<file path="config.mk">
export PLATFORM = sky130hd
export DESIGN_NAME = keypad_scanner
export DESIGN_NICKNAME = d
export VERILOG_FILES = /design/src/rtl/keypad_pkg.sv /design/src/rtl/sync2.sv /design/src/rtl/keypad_scanner.sv
export SDC_FILE = /design/constraint.sdc
export NUM_CORES = 1
export LEC_CHECK = 0
export CORE_MARGIN = 1
export CORE_UTILIZATION = 25
export CTS_CLUSTER_SIZE = 16
export DETAILED_ROUTE_END_ITERATION = 8
export GPL_TIMING_DRIVEN = 0
export PLACE_DENSITY = 0.51
export SLEW_MARGIN = 20
export SYNTH_ARGS = -nofsm -noshare
export SYNTH_HDL_FRONTEND = slang
export SYNTH_SLANG_ARGS = --single-unit
export TNS_END_PERCENT = 30
</file>
<file path="constraint.sdc">
create_clock -name clk -period 1.9 [get_ports clk]
set_clock_uncertainty 0.05 [all_clocks]
set_input_delay 0.38 -clock clk [delete_from_list [all_inputs] [get_ports clk]]
set_output_delay 0.38 -clock clk [all_outputs]
set_load 0.02 [all_outputs]
</file>
<file path="src/rtl/keypad_pkg.sv">
// Shared types and constants for the 4x4 matrix keypad scanner.
package keypad_pkg;

  typedef enum logic [1:0] {
    SCAN     = 2'd0,
    DEBOUNCE = 2'd1,
    HELD     = 2'd2
  } state_e;

  // Hex code per key, indexed [row][col]
  localparam logic [3:0] KEYMAP [4][4] = '{
    '{4'h1, 4'h2, 4'h3, 4'hA},
    '{4'h4, 4'h5, 4'h6, 4'hB},
    '{4'h7, 4'h8, 4'h9, 4'hC},
    '{4'hE, 4'h0, 4'hF, 4'hD}
  };

  // Returns {valid, idx}; valid only when exactly one active-low row is asserted
  function automatic logic [2:0] onehot_low_idx(input logic [3:0] rows);
    logic [2:0] res;
    case (rows)
      4'b1110: res = {1'b1, 2'd0};
      4'b1101: res = {1'b1, 2'd1};
      4'b1011: res = {1'b1, 2'd2};
      4'b0111: res = {1'b1, 2'd3};
      default: res = 3'b000;
    endcase
    return res;
  endfunction

endpackage

</file>
<file path="src/rtl/sync2.sv">
// Two-flop synchronizer for asynchronous inputs; resets to all-ones (idle pull-up level).
module sync2 #(
  parameter int unsigned W = 4
) (
  input  logic         clk,
  input  logic         rst_n,
  input  logic [W-1:0] d,
  output logic [W-1:0] q
);

  logic [W-1:0] meta;

  always_ff @(posedge clk or negedge rst_n) begin
    if (!rst_n) begin
      meta <= '1;
      q    <= '1;
    end else begin
      meta <= d;
      q    <= meta;
    end
  end

endmodule

</file>
<file path="src/rtl/keypad_scanner.sv">
// Column-scanning 4x4 keypad controller with press/release debounce; emits hex code,
// a sticky display enable and a one-cycle strobe per accepted press.
module keypad_scanner
  import keypad_pkg::*;
#(
  parameter int unsigned SCAN_DIV     = 1000,
  parameter int unsigned DEBOUNCE_CNT = 8
) (
  input  logic       clk,
  input  logic       rst_n,
  input  logic [3:0] rows,
  output logic [3:0] cols,
  output logic [3:0] n,
  output logic       init,
  output logic       key_strobe
);

  localparam int unsigned DIV_W = $clog2(SCAN_DIV);
  localparam int unsigned CNT_W = $clog2(DEBOUNCE_CNT);
  localparam logic [DIV_W-1:0] DIV_LAST = DIV_W'(SCAN_DIV - 1);
  localparam logic [CNT_W-1:0] REL_LAST = CNT_W'(DEBOUNCE_CNT - 1);
  // The capture sample counts as the first match, so acceptance is one match earlier
  localparam logic [CNT_W-1:0] DEB_LAST = CNT_W'(DEBOUNCE_CNT - 2);

  logic [3:0]       rs;
  logic [DIV_W-1:0] div;
  logic             sample_c;
  logic [2:0]       hit_c;

  state_e           state, state_nxt;
  logic [1:0]       col_idx, col_nxt;
  logic [1:0]       row_idx, row_nxt;
  logic [3:0]       pattern, pattern_nxt;
  logic [CNT_W-1:0] deb_cnt, deb_nxt;
  logic [CNT_W-1:0] rel_cnt, rel_nxt;
  logic             accept_c;

  sync2 #(.W(4)) u_sync (
    .clk   (clk),
    .rst_n (rst_n),
    .d     (rows),
    .q     (rs)
  );

  assign sample_c = (div == DIV_LAST);
  assign hit_c    = onehot_low_idx(rs);

  // Next-state logic; all decisions happen only at the divider sample point
  always_comb begin
    state_nxt   = state;
    col_nxt     = col_idx;
    row_nxt     = row_idx;
    pattern_nxt = pattern;
    deb_nxt     = deb_cnt;
    rel_nxt     = rel_cnt;
    accept_c    = 1'b0;
    if (sample_c) begin
      case (state)
        SCAN: begin
          if (hit_c[2]) begin
            row_nxt     = hit_c[1:0];
            pattern_nxt = rs;
            deb_nxt     = '0;
            state_nxt   = DEBOUNCE;
          end else begin
            col_nxt = col_idx + 2'd1;
          end
        end
        DEBOUNCE: begin
          if (rs == pattern) begin
            deb_nxt = deb_cnt + CNT_W'(1);
            if (deb_cnt == DEB_LAST) begin
              state_nxt = HELD;
              rel_nxt   = '0;
              accept_c  = 1'b1;
            end
          end else begin
            state_nxt = SCAN;
            col_nxt   = col_idx + 2'd1;
          end
        end
        HELD: begin
          if (rs == 4'hF) begin
            if (rel_cnt == REL_LAST) begin
              state_nxt = SCAN;
              col_nxt   = col_idx + 2'd1;
              rel_nxt   = '0;
            end else begin
              rel_nxt = rel_cnt + CNT_W'(1);
            end
          end else begin
            rel_nxt = '0;
          end
        end
        default: state_nxt = SCAN;
      endcase
    end
  end

  always_ff @(posedge clk or negedge rst_n) begin
    if (!rst_n) begin
      state      <= SCAN;
      div        <= '0;
      col_idx    <= 2'd0;
      row_idx    <= 2'd0;
      pattern    <= 4'hF;
      deb_cnt    <= '0;
      rel_cnt    <= '0;
      cols       <= 4'b1110;
      n          <= 4'h0;
      init       <= 1'b0;
      key_strobe <= 1'b0;
    end else begin
      state      <= state_nxt;
      div        <= sample_c ? '0 : div + DIV_W'(1);
      col_idx    <= col_nxt;
      row_idx    <= row_nxt;
      pattern    <= pattern_nxt;
      deb_cnt    <= deb_nxt;
      rel_cnt    <= rel_nxt;
      cols       <= ~(4'b0001 << col_nxt);
      key_strobe <= accept_c;
      if (accept_c) begin
        n    <= KEYMAP[row_idx][col_idx];
        init <= 1'b1;
      end
    end
  end

endmodule

</file>
Word level (Yosys, flattened, before mapping) --
Cells that the tools add are included.
Storage, ports and cells: input port bits 6, output and inout port bits 10, bits in registers 44, logic and storage cells 79
Cells by class: order comparisons 2, shift-type cells 1, reductions and logical operators 7, eq/ne operators 17, bitwise logic cells 3, multiplexer cells 32, add/sub/neg operators 4
Operators with widths (count):
- $bmux 16 s2 | 1
- $mux 16 | 2
- $mux 2 | 10
- $mux 3 | 6
- $eq 4x4->1 const B | 4
- $pmux 2 s3 | 2
- $pmux 3 s2 | 2
- $pmux 3 s4 | 1
- $add 10x1->10 const B | 1
- $eq 10x10->1 const B | 1
- $mux 10 | 1
- $ne 2x2->1 const B | 5
- $bmux 4 s2 | 1
- $mux 4 | 2
- $reduce_and 4->1 | 2
- $add 3x1->3 const B | 2
- $eq 3x3->1 const B | 2
- $ge 3x3->1 const B | 2
- $not 2->3 | 2
- $reduce_and 5->1 | 1
- $eq 4x3->1 const B | 1
- $eq 4x4->1 | 1
- $mux 1 | 4
- $not 4->4 | 1
- 8 further kinds | 9

Depth between registers and ports, before layout --
depth in word-level cells 7, depth in mapped cells 7

By module --
A second synthesis with hierarchy kept.
Second synthesis, totals: cells, all modules 182, area total of the unflattened synthesis 2117.0 µm²
Modules (own cells, without submodules):
- keypad_scanner | sequential area each 909.6 µm², instances 1, area each 1906.8 µm², cells an instance 174
- sync2 | sequential area each 210.2 µm², instances 1, area each 210.2 µm², cells an instance 8

Worst setup path after synthesis --
OpenSTA, ideal clock, no wires.
path kind register -> register, from reg div[0], to reg row_idx[1], setup slack -185 ps, clock period less this slack 2085 ps, buffers on the path 0, stages on the path, launching flop included 7, data required time 1725 ps, data arrival time 1910 ps, cell sequence dfrtp_1 ha_1 nand4b_1 nor3_1 nand2_1 nor4_2 mux2_2
On the way: longest elaborated chain between the ends 2
RTL lines:
- start, declared | RTL line keypad_scanner.sv:26 | logic [DIV_W-1:0] div;
- start signal, assigned | RTL line keypad_scanner.sv:115 | div <= sample_c ? '0 : div + DIV_W'(1);
- $eq 10x10->1 | RTL line keypad_scanner.sv:45 | assign sample_c = (div == DIV_LAST);
- $reduce_and 3->1 (no line)
- end signal, assigned | RTL line keypad_scanner.sv:117 | row_idx <= row_nxt;
- end, declared | RTL line keypad_scanner.sv:32 | logic [1:0] row_idx, row_nxt;
No other way between the ends. A chain may end at the register's enable or synchronous reset.

Worst setup path after layout --
from reg u_sync.q[0], to reg cols[2]
On the way: longest elaborated chain between the ends 7, elaborated cells on any way between the ends 14, those cells by class 6 x eq/ne; 1 x shift; 6 x mux; 1 x bitwise
RTL lines:
- start, declared | RTL line sync2.sv:8 | output logic [W-1:0] q
- start signal, assigned | RTL line sync2.sv:19 | q <= meta;
- $eq 4x3->1 / $eq 4x4->1 (equally long branches) | RTL line keypad_pkg.sv:21 | case (rows)
- $pmux 3 s4 | RTL line keypad_pkg.sv:21
- $mux 2 | RTL line keypad_scanner.sv:60 | if (hit_c[2]) begin
- $pmux 2 s3 (*) | RTL line keypad_scanner.sv:58 | case (state)
- $mux 2 (*) | RTL line keypad_scanner.sv:57 | if (sample_c) begin
- via col_nxt[0] | RTL line keypad_scanner.sv:31 | logic [1:0] col_idx, col_nxt;
- $shl 1x2->4 (*) | RTL line keypad_scanner.sv:121 | cols <= ~(4'b0001 << col_nxt);
- $not 4->4 (*) | RTL line keypad_scanner.sv:121
- end signal, assigned | RTL line keypad_scanner.sv:121
- end, declared | RTL line keypad_scanner.sv:12 | output logic [3:0] cols,
Mark *: on every way through the listed nets, which the timed path passes. The rest lies on a longest branch.

==> out/qor.json <==
{
  "design_power_total": {"value": 1600, "unit": "uW"},
  "synth_cell_types": {"value": 38},
  "mostFrequentLayoutCell": {"value": "sky130_fd_sc_hd__dfrtp_1"},
  "grt_setup_unrepaired": {"value": "yes"},
  "dr_pass1_iterations": {"value": 4},
  "ff_latch_area": {"value": 1120, "unit": "sq um"},
  "post_detailed_routing_wire_length": {"value": 4250, "unit": "um"},
  "grt.overflow.total": {"value": 0},
  "detail_route.vias_per_cell": {"value": 4.52},
  "track_usage": {"value": 10.2, "unit": "%"},
  "ioPinCount": {"value": 16},
  "final_cell_area": {"value": 2740, "unit": "sq um"},
  "n_antenna_cell": {"value": 0},
  "route.antenna.remaining_nets": {"value": 0},
  "setup-violations-final": {"value": 9},
  "tritoncts": {"value": "built"},
  "cap_viol_max_count": {"value": 0},
  "nNetsFinal": {"value": 258},
  "ir_drop": {"value": 0.326, "unit": "mV"},
  "num_rows": {"value": 33},
  "cellLeakagePower": {"value": 0.00115, "unit": "uW"},
  "antenna_found_initial": {"value": 0},
  "route.detailed.wl_per_inst": {"value": 12.1, "unit": "um"},
  "layout.filler_cells": {"value": 844},
  "critical_path.cell_chain": {"value": "nand2_1 > o211a_1 > o211ai_1 > a211oi_2 > a311oi_2 > nand2b_1"},
  "reg2reg_setup_slack": {"value": -0.15, "unit": "ns"},
  "vias": {"value": 1592},
  "timing.critical_path.from_type": {"value": "flip-flop"},
  "number_of_standard_cells_after_synthesis": {"value": 201},
  "synth.avg_cell_area": {"value": 10.4, "unit": "sq um"},
  "timing.final.max_slew_violations": {"value": 0},
  "die_x": {"value": 93.5, "unit": "um"},
  "cts_max_level": {"value": 2},
  "synth.top_cell.area_share": {"value": 34.7, "unit": "%"},
  "synth_compound_gate_area_share": {"value": 13.5, "unit": "%"},
  "yosys_most_used_dff": {"value": "sky130_fd_sc_hd__dfrtp_1"},
  "synth_top_cells_by_area": {"value": "sky130_fd_sc_hd__dfrtp_1 35%, sky130_fd_sc_hd__dfstp_2 19%, sky130_fd_sc_hd__nand2_1 4.1%, sky130_fd_sc_hd__ha_1 3.6%, sky130_fd_sc_hd__o21ai_0 3.3%"},
  "placed_cell_area": {"value": 2400, "unit": "sq um"},
  "worstReg2RegEnd": {"value": "cols[2]$_DFF_PN1_"},
  "finalCoreUtilization": {"value": 33.5, "unit": "%"},
  "crit_path_max_incr_delay": {"value": 0.59, "unit": "ns"},
  "areaGrowthSynthToFinish": {"value": 31.0, "unit": "%"},
  "synthAdderAreaFrac": {"value": 3.59, "unit": "%"},
  "finalWeightedCongestion": {"value": 0.806},
  "vertical_extent_of_the_die": {"value": 93.5, "unit": "um"},
  "worstSetupPathType": {"value": "flip-flop to flip-flop"},
  "syn_nets": {"value": 213},
  "pwr_density_cell": {"value": 583, "unit": "nW/um^2"},
  "fin_tns_setup": {"value": -0.789, "unit": "ns"},
  "initial_utilization": {"value": 25.6, "unit": "%"},
  "run_status": {"value": "complete, but fails checks"},
  "clkLatencyLatePin": {"value": 0.30, "unit": "ns"},
  "final-hold-violation-count": {"value": 0},
  "cell_family_contributing_the_most_delay_on_the_critical_path": {"value": "compound AO/OA/AOI/OAI gates"},
  "drt-initial-drc-count": {"value": 119},
  "grt_pass1_wl": {"value": 7070, "unit": "um"},
  "worst_setup_path_startpoint": {"value": "u_sync.q[0]$_DFF_PN1_"},
  "worst-endpoint-required": {"value": 2.09, "unit": "ns"},
  "multi_input_comb_area": {"value": 981, "unit": "sq um"},
  "post_synth_top_area_cell": {"value": "sky130_fd_sc_hd__dfrtp_1"},
  "slew_headroom": {"value": 69.4, "unit": "%"},
  "slowest_stage_cell_on_the_critical_path": {"value": "sky130_fd_sc_hd__dfstp_2"},
  "critical_path_buf_inv_count": {"value": 0},
  "worst-slew-pin-transition": {"value": 0.459, "unit": "ns"},
  "count_of_flip_flops_with_a_built_in_enable_after_synthesis": {"value": 0},
  "violations": {"value": "negative setup slack"},
  "fp.dieArea": {"value": 8740, "unit": "sq um"},
  "worst_hold_path_type": {"value": "flip-flop to flip-flop"},
  "worst-path-stages": {"value": 6},
  "critical_path.endpoint_type": {"value": "flip-flop"},
  "cts_buffer_depth": {"value": 2},
  "largest_net_degree_at_the_start_of_global_routing": {"value": 30},
  "clock_tree.root_cell": {"value": "sky130_fd_sc_hd__clkbuf_8"},
  "synth_warnings": {"value": 0},
  "synthSimpleGateAreaFrac": {"value": 17.9, "unit": "%"},
  "drcViolationCount": {"value": 0},
  "final_cell_mix": {"value": "29 x sky130_fd_sc_hd__dfrtp_1, 22 x sky130_fd_sc_hd__nand2_1, 18 x sky130_fd_sc_hd__buf_4"},
  "post_route_cells_drive_above_1_share": {"value": 28.3, "unit": "%"},
  "clk_pin_slew": {"value": 0.08, "unit": "ns"},
  "netlist_area": {"value": 2090, "unit": "sq um"},
  "setup.worst_path.end": {"value": "cols[2]$_DFF_PN1_"},
  "synth.yosys.seq_area_share": {"value": 53.5, "unit": "%"},
  "cts.sinks": {"value": 44},
  "tritoncts.num_buffers": {"value": 5},
  "worst_path_arrival": {"value": 2.24, "unit": "ns"},
  "synthArstFlopShare": {"value": 100, "unit": "%"},
  "ys_seq_elements": {"value": 44},
  "fmaxAchievable": {"value": 487, "unit": "MHz"},
  "core_area": {"value": 8180, "unit": "sq um"},
  "length_in_cells_of_the_worst_reg_to_reg_path": {"value": 6},
  "numPortBuffers": {"value": 15},
  "final.period_utilization": {"value": 108, "unit": "%"},
  "first_global_vias": {"value": 1491},
  "postLayoutSetupSlackWorst": {"value": -0.153, "unit": "ns"},
  "startpoint_of_the_lowest_slack_register_to_register_path": {"value": "u_sync.q[0]$_DFF_PN1_"},
  "critical_path_fanouts_max": {"value": 6},
  "final_hpwl_dp": {"value": 2810, "unit": "um"},
  "combinational_family_with_the_most_area_after_synthesis": {"value": "simple AND/OR/NAND/NOR gates"},
  "dp_worst_setup_slack": {"value": -0.465, "unit": "ns"},
  "min_period": {"value": 2.05, "unit": "ns"},
  "synth-xor-area-share": {"value": 5.02, "unit": "%"},
  "muxShareOfSynthArea": {"value": 3.17, "unit": "%"}
}
[power breakdown]
part / internal (uW) / switching (uW)
logic: 36.6 / 43.5
registers: 952 / 5.35
clock network: 258 / 304
[Yosys cell counts (6+ instances only)]
cell / count
sky130_fd_sc_hd__nand2_1: 23
sky130_fd_sc_hd__inv_1: 10
sky130_fd_sc_hd__nand3_1: 7
sky130_fd_sc_hd__nand4_1: 6
sky130_fd_sc_hd__xnor2_1: 7
sky130_fd_sc_hd__ha_1: 6
sky130_fd_sc_hd__o21ai_0: 14
sky130_fd_sc_hd__nor2_1: 16
sky130_fd_sc_hd__dfrtp_1: 29
sky130_fd_sc_hd__a21oi_1: 12
sky130_fd_sc_hd__dfstp_2: 15
[what timing repair did]
action,in CTS,in global routing
hold buffers,1,0
gates resized for setup,16,14
endpoints found under the hold margin,10,0
cloned,0,0
endpoints found under the setup margin,31,31
buffers inserted,15,6
pin swaps,10,12
[flip-flops by register name, summed over array words and instances, names as in the netlist]
| name | count |
|---|---|
| div | 10 |
| state | 2 |
| deb_cnt | 3 |
| u_sync.q | 4 |
| init | 1 |
| u_sync.meta | 4 |
| rel_cnt | 3 |
| col_idx | 2 |
| key_strobe | 1 |
| pattern | 4 |
| n | 4 |
| row_idx | 2 |
| cols | 4 |
[final cells by class]
cell class | instances | area share, %
clock inverters | 1 | 0.182
plain buffers | 8 | 1.73
multi-input cells | 139 | 35.8
clock buffers | 7 | 2.78
well taps | 105 | 4.79
inverters | 10 | 1.37
repair buffers | 38 | 12.5
flip-flops and latches | 44 | 40.8
[worst reg2reg max path: stages (launching register included)]
cell and delay, ns:
sky130_fd_sc_hd__dfstp_2 0.59, sky130_fd_sc_hd__nand2_1 0.11, sky130_fd_sc_hd__o211a_1 0.30, sky130_fd_sc_hd__o211ai_1 0.32, sky130_fd_sc_hd__a211oi_2 0.12, sky130_fd_sc_hd__a311oi_2 0.35, sky130_fd_sc_hd__nand2b_1 0.16
[stage by stage]
step                      cells  hold slack (ns)
final                       352            0.306
after global routing        352            0.314
after CTS                   346            0.309
after detailed placement    322            0.278
after global placement      321            0.296
after floorplan             201           0.0344
[layer usage]
| layer | track usage [%] | vias up | share of wire, % |
|---|---|---|---|
| li1 | - | 792 | - |
| met1 | 14.3 | 773 | 52 |
| met2 | 15.3 | 21 | 44 |
| met3 | 2.68 | 6 | 3.2 |
| met4 | 3.08 | 0 | 1.3 |
| met5 | 0 | - | 0 |
[cell families (layout without fill, tap and decap cells)]
| logic type | Yosys count | count (layout) |
|---|---|---|
| xor gates and xnor gates | 12 | 12 |
| buffers and inverters | 18 | 64 |
| DFF | 44 | 44 |
| adders and majority gates | 6 | 6 |
| AOI/OAI and AO/OA | 43 | 43 |
| muxes | 6 | 6 |
| and+or+nand+nor | 72 | 72 |
[worst min path at each step]
stage | start | endpoint | cells past startpoint
after floorplan | rst_n | col_idx[0]$_DFF_PN0_ | 0
after global placement | u_sync.meta[2]$_DFF_PN1_ | u_sync.q[2]$_DFF_PN1_ | 0
after detailed placement | rst_n | cols[0]$_DFF_PN0_ | 1
after CTS | u_sync.meta[2]$_DFF_PN1_ | u_sync.q[2]$_DFF_PN1_ | 0
after global routing | u_sync.meta[0]$_DFF_PN1_ | u_sync.q[0]$_DFF_PN1_ | 0
final | u_sync.meta[2]$_DFF_PN1_ | u_sync.q[2]$_DFF_PN1_ | 0
No activity file was read; power rests on OpenSTA's default activity.
